[config.mk]
export PLATFORM = sky130hd
export DESIGN_NAME = step_ramp_gen_flat
export DESIGN_NICKNAME = d
export VERILOG_FILES = /design/src/rtl/step_ramp_gen_if.sv /design/src/rtl/step_ramp_gen.sv /design/src/flat_wrapper.sv
export SDC_FILE = /design/constraint.sdc
export NUM_CORES = 1
export LEC_CHECK = 0
export CORE_MARGIN = 5
export CORE_UTILIZATION = 45
export DETAILED_ROUTE_END_ITERATION = 16
export PLACE_DENSITY_LB_ADDON = 0.2
export SETUP_SLACK_MARGIN = 0.05
export SYNTH_ARGS = -nofsm -noshare
export SYNTH_HDL_FRONTEND = slang
export SYNTH_SLANG_ARGS = --single-unit
[constraint.sdc]
create_clock -name clk -period 4.3 [get_ports clk]
set_input_delay 0.86 -clock clk [delete_from_list [all_inputs] [get_ports clk]]
set_output_delay 0.86 -clock clk [all_outputs]
set_load 0.05 [all_outputs]
[src/rtl/step_ramp_gen_if.sv]
// Move-command handshake between a motion controller and step_ramp_gen.
//   cmd_valid : command present (master -> slave)
//   cmd_ready : slave can accept a command (slave -> master)
//   cmd_dir   : direction, 1 = forward phase order (master -> slave)
//   cmd_steps : number of steps to issue (master -> slave)
interface step_ramp_gen_if #(
    parameter int unsigned CNT_W = 12
);
    logic             cmd_valid;
    logic             cmd_ready;
    logic             cmd_dir;
    logic [CNT_W-1:0] cmd_steps;

    modport master (
        output cmd_valid,
        output cmd_dir,
        output cmd_steps,
        input  cmd_ready
    );

    modport slave (
        input  cmd_valid,
        input  cmd_dir,
        input  cmd_steps,
        output cmd_ready
    );
endinterface

[src/rtl/step_ramp_gen.sv]
// Trapezoidal step-pulse generator feeding the unipolar phase sequencer.
// Accepts a move command (direction, step count) and emits one-cycle step
// strobes whose spacing ramps from MAX_PERIOD down to MIN_PERIOD and back.
//   clk        : system clock
//   reset      : asynchronous active-low reset
//   cmd        : command handshake (slave side); cmd_ready decoded from state
//   abort      : stop the current move immediately
//   step_pulse : one-cycle strobe per step
//   step_dir   : direction latched at command accept
//   busy       : move in progress
//   done       : one-cycle strobe when a move ends (normal or abort)
//   aborted    : one-cycle strobe with done, only on abort
//   steps_left : steps remaining in the current move
module step_ramp_gen #(
    parameter int unsigned MAX_PERIOD = 120000,
    parameter int unsigned MIN_PERIOD = 30000,
    parameter int unsigned ACCEL_STEP = 3000,
    parameter int unsigned CNT_W      = 12
) (
    input  logic                 clk,
    input  logic                 reset,
    step_ramp_gen_if.slave       cmd,
    input  logic                 abort,
    output logic                 step_pulse,
    output logic                 step_dir,
    output logic                 busy,
    output logic                 done,
    output logic                 aborted,
    output logic [CNT_W-1:0]     steps_left
);

    localparam int unsigned PW = 24;
    localparam int unsigned AW = 25;

    localparam logic [PW-1:0] MAX_P = PW'(MAX_PERIOD);
    localparam logic [PW-1:0] MIN_P = PW'(MIN_PERIOD);
    localparam logic [AW-1:0] MAX_A = AW'(MAX_PERIOD);
    localparam logic [AW-1:0] MIN_A = AW'(MIN_PERIOD);
    localparam logic [AW-1:0] ACC_A = AW'(ACCEL_STEP);

    typedef enum logic [1:0] {
        IDLE   = 2'd0,
        ACCEL  = 2'd1,
        CRUISE = 2'd2,
        DECEL  = 2'd3
    } state_t;

    state_t           state, state_d;
    logic [PW-1:0]    period, period_d;
    logic [PW-1:0]    timer, timer_d;
    logic [CNT_W-1:0] ramp_cnt, ramp_d;
    logic [CNT_W-1:0] steps_d, steps_r;
    logic             dir_d, busy_d, pulse_d, done_d, aborted_d;

    // Ramp arithmetic in 25 bits so the add cannot overflow and the
    // subtract's sign bit flags an underflow below zero.
    logic [AW-1:0]    period_up_w, period_dn_w;
    logic [PW-1:0]    period_up;
    logic             dn_floor;
    logic [CNT_W-1:0] ramp_inc, ramp_dec;

    assign period_up_w = {1'b0, period} + ACC_A;
    assign period_dn_w = {1'b0, period} - ACC_A;
    assign period_up   = (period_up_w > MAX_A) ? MAX_P : period_up_w[PW-1:0];
    assign dn_floor    = period_dn_w[AW-1] || (period_dn_w <= MIN_A);
    assign ramp_inc    = ramp_cnt + CNT_W'(1);
    assign ramp_dec    = (ramp_cnt == '0) ? '0 : ramp_cnt - CNT_W'(1);

    assign cmd.cmd_ready = (state == IDLE);

    // State and datapath registers
    always_ff @(posedge clk or negedge reset) begin
        if (!reset) begin
            state      <= IDLE;
            period     <= '0;
            timer      <= '0;
            ramp_cnt   <= '0;
            steps_left <= '0;
            step_dir   <= 1'b0;
            busy       <= 1'b0;
            step_pulse <= 1'b0;
            done       <= 1'b0;
            aborted    <= 1'b0;
        end else begin
            state      <= state_d;
            period     <= period_d;
            timer      <= timer_d;
            ramp_cnt   <= ramp_d;
            steps_left <= steps_d;
            step_dir   <= dir_d;
            busy       <= busy_d;
            step_pulse <= pulse_d;
            done       <= done_d;
            aborted    <= aborted_d;
        end
    end

    // Next-state and next-output logic
    always_comb begin
        state_d   = state;
        period_d  = period;
        timer_d   = timer;
        ramp_d    = ramp_cnt;
        steps_d   = steps_left;
        dir_d     = step_dir;
        busy_d    = busy;
        pulse_d   = 1'b0;
        done_d    = 1'b0;
        aborted_d = 1'b0;
        steps_r   = steps_left - CNT_W'(1);

        case (state)
            IDLE: begin
                if (cmd.cmd_valid) begin
                    dir_d   = cmd.cmd_dir;
                    steps_d = cmd.cmd_steps;
                    if (cmd.cmd_steps == '0) begin
                        done_d = 1'b1;
                    end else begin
                        period_d = MAX_P;
                        timer_d  = MAX_P;
                        ramp_d   = '0;
                        busy_d   = 1'b1;
                        state_d  = ACCEL;
                    end
                end
            end
            default: begin
                if (abort) begin
                    state_d   = IDLE;
                    steps_d   = '0;
                    busy_d    = 1'b0;
                    done_d    = 1'b1;
                    aborted_d = 1'b1;
                end else if (steps_left == '0) begin
                    // Final strobe went out last cycle; finish so done
                    // and cmd_ready rise together.
                    state_d = IDLE;
                    busy_d  = 1'b0;
                    done_d  = 1'b1;
                end else if (timer == PW'(1)) begin
                    pulse_d = 1'b1;
                    steps_d = steps_r;
                    if (steps_r != '0) begin
                        case (state)
                            ACCEL: begin
                                if (steps_r <= ramp_cnt) begin
                                    state_d  = DECEL;
                                    period_d = period_up;
                                    ramp_d   = ramp_dec;
                                end else if (dn_floor) begin
                                    state_d  = CRUISE;
                                    period_d = MIN_P;
                                    ramp_d   = ramp_inc;
                                end else begin
                                    period_d = period_dn_w[PW-1:0];
                                    ramp_d   = ramp_inc;
                                end
                            end
                            CRUISE: begin
                                if (steps_r <= ramp_cnt) begin
                                    state_d  = DECEL;
                                    period_d = period_up;
                                    ramp_d   = ramp_dec;
                                end
                            end
                            default: begin
                                period_d = period_up;
                                ramp_d   = ramp_dec;
                            end
                        endcase
                        timer_d = period_d;
                    end
                end else begin
                    timer_d = timer - PW'(1);
                end
            end
        endcase
    end

endmodule

[src/flat_wrapper.sv]
// flat-port wrapper written by rule: the top's interface ports become plain ports
module step_ramp_gen_flat 
#(
    parameter int unsigned MAX_PERIOD = 120000,
    parameter int unsigned MIN_PERIOD = 30000,
    parameter int unsigned ACCEL_STEP = 3000,
    parameter int unsigned CNT_W      = 12
)
  (clk, reset, abort, step_pulse, step_dir, busy, done, aborted, steps_left, cmd_cmd_valid, cmd_cmd_dir, cmd_cmd_steps, cmd_cmd_ready);
  step_ramp_gen_if #(.CNT_W(CNT_W)) cmd_i ();
  input  logic clk;
  input  logic reset;
  input  logic abort;
  output logic step_pulse;
  output logic step_dir;
  output logic busy;
  output logic done;
  output logic aborted;
  output logic [CNT_W-1:0] steps_left;
  input wire logic [$bits(cmd_i.cmd_valid)-1:0] cmd_cmd_valid;
  input wire logic [$bits(cmd_i.cmd_dir)-1:0] cmd_cmd_dir;
  input wire logic [$bits(cmd_i.cmd_steps)-1:0] cmd_cmd_steps;
  output wire logic [$bits(cmd_i.cmd_ready)-1:0] cmd_cmd_ready;
  assign cmd_i.cmd_valid = cmd_cmd_valid;
  assign cmd_i.cmd_dir = cmd_cmd_dir;
  assign cmd_i.cmd_steps = cmd_cmd_steps;
  assign cmd_cmd_ready = cmd_i.cmd_ready;
  step_ramp_gen #(.MAX_PERIOD(MAX_PERIOD), .MIN_PERIOD(MIN_PERIOD), .ACCEL_STEP(ACCEL_STEP), .CNT_W(CNT_W)) u_core (.clk(clk), .reset(reset), .cmd(cmd_i), .abort(abort), .step_pulse(step_pulse), .step_dir(step_dir), .busy(busy), .done(done), .aborted(aborted), .steps_left(steps_left));
endmodule
==> results.json <==
{
  "synthTopCellsByCount": "82 x nand2_1, 79 x dfrtp_1, 71 x o21ai_0",
  "drc": 0,
  "yosysTopAreaCell": "dfrtp_1",
  "root_buffer": "clkbuf_16",
  "synth_cells": 905,
  "critPathKind": "reg -> reg",
  "p_leak_uw": 0.00312,
  "synth_compound_area_share_pct": 29.9,
  "grt_max_degree": 80,
  "multi_input_area_um2": 4710,
  "grt_setup_unrepaired": "true",
  "routed_wl_um": 22000,
  "synth_area_leaders": "dfrtp_1 28%, o21ai_0 5.0%, a21oi_1 4.5%",
  "fin_nets": 954,
  "clk_pin_slew_ns": 0.07,
  "cts.sinks": 79,
  "htreeDepth": 3,
  "synth-simple-area-share_pct": 26.1,
  "power-per-cell-area_nw_per_um2": 676,
  "critPathArrivalTime_ns": 4.26,
  "end_kind": "flip-flop",
  "synth-seq-cells": 79,
  "layout_min_cycle_time_ns": 4.02,
  "cts_tree": "done",
  "drtIter0Drc": 784,
  "ant_nets": 0,
  "clock_skew_ns": 0.0118,
  "overflow": 0,
  "whs_ns": 0.520,
  "rrSetupSlack_ns": 0.28,
  "holdCritPathClass": "reg -> reg",
  "worstPathMaxFanout": 21,
  "antenna_cells": 0,
  "synth_top_family_by_area": "compound AO/OA/AOI/OAI gates",
  "worstPathRequired_ns": 4.54,
  "tns_ns": 0,
  "async_flop_share_pct": 100,
  "start_util_pct": 46.2,
  "synth_xor_area_share_pct": 4.95,
  "rows": 45,
  "ys_seq_area_share_pct": 27.9,
  "die_y_um": 135,
  "synth_fa_ha_area_share_pct": 4.42,
  "yosysMostFrequentCell": "nand2_1",
  "synth_ff_type": "dfrtp_1",
  "grt_pass1_vias": 6162,
  "fmax_mhz": 249,
  "vias_per_cell": 6.36,
  "cap_violations": 0,
  "gp_congestion": 1.03,
  "finalCritPeriodShare_pct": 93.4,
  "slew_viol_final": 0,
  "status": "completed",
  "boundaryPins": 35,
  "reg2reg_depth": 15,
  "min_path_cells": 1,
  "synthesis.nets": 947,
  "core_um2": 15300,
  "dp_hpwl_um": 16100,
  "finalSetupViolations": 0,
  "grt_pass1_wl_um": 34800,
  "ir_drop_mv": 0.486,
  "antenna_found_initial": 0,
  "grtUsageMet1_pct": 37.4,
  "clock_latency_ns": 0.35,
  "io_buffers": 34,
  "area_growth_pct": 11.3,
  "cts_inserted_buffers": 9,
  "synth_area_um2": 7070,
  "tightest_slew_ns": 1.03,
  "ys.warnings.count": 0,
  "synth.avg_cell_area_um2": 7.82,
  "hold_buffers": 0,
  "die_w_um": 135,
  "synthMuxAreaShare_pct": 0.725,
  "dr.pass1.iters": 5,
  "ys_types": 87,
  "startpoint_type": "flip-flop",
  "synth_enable_flop_cells": 0,
  "vias": 7166,
  "grt_use_met2_pct": 34.1,
  "grt_use_met3_pct": 3.12,
  "grtUsageTotal_pct": 23.8,
  "yosys.area.top_type_share_pct": 27.9,
  "max_slew_margin_pct": 31.6,
  "seqCellArea_um2": 1980,
  "finalHoldViolCount": 0,
  "grt-busiest-layer": "met1",
  "cts_buffer_depth": 2,
  "dieArea_um2": 18300,
  "drive_gt1_share_pct": 8.95,
  "wl_per_cell_um": 19.5,
  "nFillCells": 1474
}
-- worst paths after layout --
check                                                 start                               end
setup / recovery           u_core.steps_left[1]$_DFFE_PN0P_      u_core.timer[13]$_DFFE_PN0P_
hold / removal                  u_core.step_dir$_DFFE_PN0P_       u_core.step_dir$_DFFE_PN0P_
setup reg to reg           u_core.steps_left[1]$_DFFE_PN0P_      u_core.timer[13]$_DFFE_PN0P_
hold reg to reg                 u_core.step_dir$_DFFE_PN0P_       u_core.step_dir$_DFFE_PN0P_
max in group asynchronous                             reset     u_core.period[17]$_DFFE_PN0P_
min in group asynchronous                             reset  u_core.steps_left[3]$_DFFE_PN0P_
-- area by class of cell --
class                      instances  area share, %
timing repair buffer              59           6.67
tap                              211           3.35
inverter                          36           1.72
clock buffer                      11           3.08
sequential                        79           25.1
multi-input combinational        727           59.8
clock inverter                     4          0.286
-- worst max-delay path, stage by stage (launching register included) --
cell      delay (ns)
dfrtp_1         0.44
inv_1           0.10
ha_1            0.25
or4b_4          0.51
nor3_2          0.19
nand2_1         0.10
xnor2_1         0.16
ha_1            0.33
nand4_1         0.23
a211oi_2        0.38
o31ai_2         0.12
buf_4           0.22
o21a_1          0.19
o21ai_0         0.29
a211oi_2        0.10
a221o_1         0.29
-- metal layers --
layer / routed length, µm / up-vias / share of wire (%)
li1: - / 3408 / -
met1: 10400 / 3384 / 47
met2: 9470 / 338 / 43
met3: 1720 / 36 / 7.8
met4: 375 / 0 / 1.7
met5: 0 / - / 0
-- logic make-up after synthesis --
logic type                 Yosys count
AOI/OAI and AO/OA                  309
xor gates and xnor gates            40
adders and majority gates           25
buffers and inverters               99
DFF                                 79
muxes                                5
and+or+nand+nor                    348
-- power by group --
part           switching (µW)  internal [µW]
logic                    2290           1200
registers                 222            901
clock network             314            401
-- timing repair --
| action | in CTS | in global routing |
|---|---|---|
| setup endpoints to repair | 0 | 44 |
| buffers inserted | 0 | 3 |
| gates resized for setup | 0 | 5 |
-- metrics by stage --
step	setup WS (ns)	instances	power, µW	area [µm²]	util [%]
2_1_floorplan	0.136	905	3480	7070	-
3_3_place_gp	0.327	1109	4470	7570	49.4
3_5_place_dp	0.154	1109	4480	7570	49.4
4_1_cts	0.155	1124	5220	7830	51.1
5_1_grt	0.0326	1127	5720	7870	51.4
6_report	0.282	1127	5320	7870	51.4
-- flip-flops by register name, summed over array words and instances, names as in the netlist --
signal	flops
u_core.aborted	1
u_core.done	1
u_core.step_pulse	1
u_core.ramp_cnt	12
u_core.step_dir	1
u_core.state	2
u_core.period	24
u_core.steps_left	12
u_core.timer	24
u_core.busy	1
-- layout by cell type (no fill, tap or decap), drive strengths merged, types with 9 or more instances in the layout --
cell type and n:
dfrtp 79, o21ai 79, nand4 16, nor4 20
nor3 45, and3 12, nand2b 10, xor2 20
clkbuf 11, inv 36, nor2b 9, nand3 41
xnor2 20, or3 10, a21o 10, nand2 82
nor2 58, a31oi 16, a22oi 16, o31ai 20
clkdlybuf4s50 33, a211oi 14, o211ai 10, buf 26
and2 10, ha 25, a21oi 65
(Power assumes the default switching activity.)
